==> src/rtl/inst_sram_axi_bridge.sv <==
// IF-side sram-like to AXI3 single-beat read bridge; one outstanding read, 3-cycle min latency (accept, AR, R).
// AR stalls on arready, R waits on rvalid; addrok is held low until the read retires.
module inst_sram_axi_bridge #(
  parameter logic [3:0] ARID_VAL = 4'd0
) (
  input  logic        clk,
  input  logic        reset,
  input  logic        inst_sram_req,
  input  logic        inst_sram_wr,
  input  logic [1:0]  inst_sram_size,
  input  logic [31:0] inst_sram_addr,
  input  logic [3:0]  inst_sram_wstrb,
  input  logic [31:0] inst_sram_wdata,
  output logic        inst_sram_addrok,
  output logic        inst_sram_dataok,
  output logic [31:0] inst_sram_rdata,
  input  logic        ws_cancel,
  output logic [3:0]  arid,
  output logic [31:0] araddr,
  output logic [7:0]  arlen,
  output logic [2:0]  arsize,
  output logic [1:0]  arburst,
  output logic [1:0]  arlock,
  output logic [3:0]  arcache,
  output logic [2:0]  arprot,
  output logic        arvalid,
  input  logic        arready,
  input  logic [3:0]  rid,
  input  logic [31:0] rdata,
  input  logic [1:0]  rresp,
  input  logic        rlast,
  input  logic        rvalid,
  output logic        rready
);

  typedef enum logic [1:0] {IDLE, AR, R} state_t;

  state_t     state, state_nxt;
  logic [1:0] size_r;
  logic       discard, discard_nxt;
  logic       accept, beat;
  logic       unused_inputs;

  assign unused_inputs = ^{inst_sram_wr, inst_sram_wstrb, inst_sram_wdata, rresp, rlast};

  // addrok is a function of state only; IF builds req from it
  assign inst_sram_addrok = (state == IDLE) && !reset;
  assign accept           = inst_sram_req && inst_sram_addrok;
  assign arvalid          = (state == AR) && !reset;
  assign rready           = (state == R) && !reset;
  assign beat             = rvalid && rready && (rid == ARID_VAL);
  assign inst_sram_dataok = beat && !discard && !ws_cancel;
  assign inst_sram_rdata  = rdata;

  assign arid    = ARID_VAL;
  assign arlen   = 8'd0;
  assign arsize  = {1'b0, size_r};
  assign arburst = 2'b01;
  assign arlock  = 2'b00;
  assign arcache = 4'd0;
  assign arprot  = 3'd0;

  always_comb begin
    state_nxt   = state;
    discard_nxt = discard;
    case (state)
      IDLE:    if (accept) state_nxt = AR;
      AR:      if (arready) state_nxt = R;
      R:       if (beat) state_nxt = IDLE;
      default: state_nxt = IDLE;
    endcase
    // a flush landing on the returning beat already suppresses it, so nothing is left to discard
    if (beat)
      discard_nxt = 1'b0;
    else if (ws_cancel && (accept || state != IDLE))
      discard_nxt = 1'b1;
  end

  always_ff @(posedge clk) begin
    if (reset) begin
      state   <= IDLE;
      discard <= 1'b0;
      araddr  <= 32'd0;
      size_r  <= 2'd0;
    end else begin
      state   <= state_nxt;
      discard <= discard_nxt;
      if (accept) begin
        araddr <= inst_sram_addr;
        size_r <= inst_sram_size;
      end
    end
  end

endmodule

==> config.mk <==
export PLATFORM = sky130hd
export DESIGN_NAME = inst_sram_axi_bridge
export DESIGN_NICKNAME = d
export VERILOG_FILES = /design/src/rtl/inst_sram_axi_bridge.sv
export SDC_FILE = /design/constraint.sdc
export NUM_CORES = 1
export LEC_CHECK = 0
export ABC_CLOCK_PERIOD_IN_PS = 1400
export CAP_MARGIN = 20
export CORE_AREA = 2 2 89 91
export CTS_CLUSTER_SIZE = 14
export DETAILED_ROUTE_END_ITERATION = 12
export DIE_AREA = 0 0 91 93
export PLACE_DENSITY = 0.73
export SLEW_MARGIN = 20
export SYNTH_ARGS = -nofsm -noshare
export SYNTH_HDL_FRONTEND = slang
export SYNTH_SLANG_ARGS = --single-unit
==> constraint.sdc <==
create_clock -name clk -period 1.4 [get_ports clk]
set_clock_uncertainty 0.2 [all_clocks]
set_input_delay 0.21 -clock clk [delete_from_list [all_inputs] [get_ports clk]]
set_output_delay 0.21 -clock clk [all_outputs]
set_load 0.02 [all_outputs]
==> reports/qor.yml <==
synthesis:
  synth_edf_count: 0
  netlist.area_leader.share: 0.401
  synthMostInstantiatedCell: "buf_4"
  synthFlopType: "dfxtp_1"
  yosys-top-cells-count: "buf_4, dfxtp_1, nand2_1, nand2b_1, o21ai_0"
  yosys_warnings: 0
  ys_seq_elements: 37
  synthCells: 221
  netlist_area_um2: 1850
  synth_area_leader_cell: "dfxtp_1"
  yosys-top-cells-area: "dfxtp_1, buf_4, nand2b_1, o21ai_0, nand2_1"
  ys_async_sr_fraction: 0
  avgSynthCellArea_um2: 8.35
  ys_seq_area_frac: 0.401
  ys_types: 20
cts:
  insertion_delay_ns: 0.28
  numCtsBuffers: 5
  clk_path_buf_depth: 2
  root_buffer: "clkbuf_8"
  cts_tree: "built"
  h-tree-depth: 2
  clock-sinks: 37
  clk_pin_slew_ns: 0.07
  ctsHoldBuffers: 0
timing:
  hold_viol: 0
  setup_viol: 41
  worst_hold_slack_ns: 0.119
  fin_setup_tns_ns: -8.35
  min_period_over_period: 1.18
  min_period_ns: 1.65
  clock.fmax_mhz: 606
  rsz0062_at_grt: "true"
  final_max_slew_viol_count: 0
  fin_ws_ns: -0.250
die:
  dieArea_um2: 8460
  ios: 210
  dieHeight_um: 93
  initial_core_util: 0.245
  core_area_um2: 7530
  placementRows: 32
  die_x_um: 91
global_route:
  grt_pass1_wl_um: 8270
  grt_antenna_before_repair: 0
  gr-total-overflow: 0
  grt_max_degree: 23
  grt_use_total: 0.124
  grt_pass1_vias: 1651
routing:
  drt_pass1_iterations: 5
  ant_nets: 0
  drt_wl_total_um: 5390
  via_per_inst: 4.08
  drc_errors: 0
  drt_iter0_drc: 27
  route.detailed.wl_per_inst_um: 13.6
  vias: 1618
critical_path:
  required_ns: 1.42
  cp_max_fo: 7
  crit_path_end_kind: "flip-flop"
  cp-start-kind: "flip-flop"
  worstPathArrival_ns: 1.67
  critical_path_class: "reg2reg"
outcome:
  outcome: "complete, but fails checks"
  violations: "negative setup slack"
power_and_ir_drop:
  vdd_drop_max_uv: 539
  total_power_w: 0.00303
  leakage_nw: 1.28
  powerDensity_nw_per_um2: 978
min_path:
  hp-class: "in2reg"
finish:
  nFillCells: 758
  final_layout_size_suffix_gt1_frac: 0.285
  multi_input_area_um2: 863
  fin_nets: 410
  area_growth_pct: 67.8
  seq_area_um2: 743
  diodes: 0
  finalNonFillerCells: 397
job:
  maxCapViolations: 0
placement:
  routabilityCongestion: 0.648
  dp.cells: 370
  placement.io_buffers: 81
  dpl.hpwl_um: 2970
==> flip-flops by register name, summed over array words and instances (netlist names) <==
signal and flops:
discard 1, size_r 2, state 2, araddr 32
==> power by group <==
group | internal (W) | switching, W | total (W)
logic | 0.000453 | 0.000418 | 0.000872
registers | 0.00115 | 0.0000521 | 0.00120
clock network | 0.000581 | 0.000379 | 0.000960
total | 0.00218 | 0.000849 | 0.00303
==> layout make-up <==
cell class / instances / share of cell area
clock buffer: 7 / 0.0279
tap: 102 / 0.0412
inverter: 1 / 0.00121
timing repair buffer: 111 / 0.401
sequential: 37 / 0.240
clock inverter: 1 / 0.00970
multi-input combinational: 138 / 0.279
==> through the flow <==
stage                     worst slack (ns)  cell area (um2)   util
after floorplan                     -0.177             1950      -
after global placement               -1.02             2520  0.334
after detailed placement             -1.07             2520  0.334
after CTS                           -0.268             3030  0.403
after global routing                -0.344             3100  0.411
final                               -0.250             3100  0.411
==> cells by family after synthesis <==
| group | after synthesis | synth area share |
|---|---|---|
| other cells | 2 | 0.00407 |
| simple gates | 76 | 0.222 |
| buf+inv | 68 | 0.264 |
| flops | 37 | 0.401 |
| compound gates | 38 | 0.108 |
==> final timing paths <==
| path | from | to | slack (ns) | cells past startpoint |
|---|---|---|---|---|
| worst min register to register | araddr[26] | araddr[26] | 0.26 | 2 |
| worst max-delay path | state[1] | araddr[29] | -0.25 | 9 |
| worst max register to register | state[1] | araddr[29] | -0.25 | 9 |
| worst min-delay path | rvalid | discard | 0.12 | 2 |
==> layer usage <==
metal,track usage,vias to the layer above,routed length [um],share of wire
met4,0.0455,0,83,0.015
li1,-,775,-,-
met1,0.143,747,2170,0.40
met5,0,-,0,0
met3,0.0363,14,373,0.069
met2,0.216,82,2760,0.51
==> placed cells by master (no fill, tap or decap), types with 5 or more instances in the layout <==
master / netlist / routed
buf_12: 0 / 7
buf_16: 0 / 6
buf_4: 57 / 12
buf_6: 2 / 7
clkbuf_2: 0 / 5
clkbuf_8: 0 / 6
clkdlybuf4s15_1: 0 / 25
clkdlybuf4s50_1: 0 / 37
conb_1: 2 / 24
dfxtp_1: 37 / 35
dlygate4sd2_1: 0 / 7
nand2_1: 35 / 25
nand2_2: 0 / 8
nand2b_1: 34 / 34
o21ai_1: 0 / 18
o21ai_2: 0 / 15
==> critical path, stage by stage (launching register included) <==
cell     delay (ns)
dfxtp_2        0.34
buf_6          0.11
buf_6          0.11
nor4b_4        0.22
buf_6          0.15
buf_12         0.13
buf_12         0.10
buf_16         0.11
nand2_1        0.05
o21ai_1        0.07
==> timing repair <==
action | 4_1_cts | 5_1_grt
pin swaps | 14 | 8
setup buffers | 10 | 4
gates cloned | 8 | 1
endpoints found under the setup margin | 75 | 69
resized for setup | 138 | 54
Power figures use the tool's default switching activity.
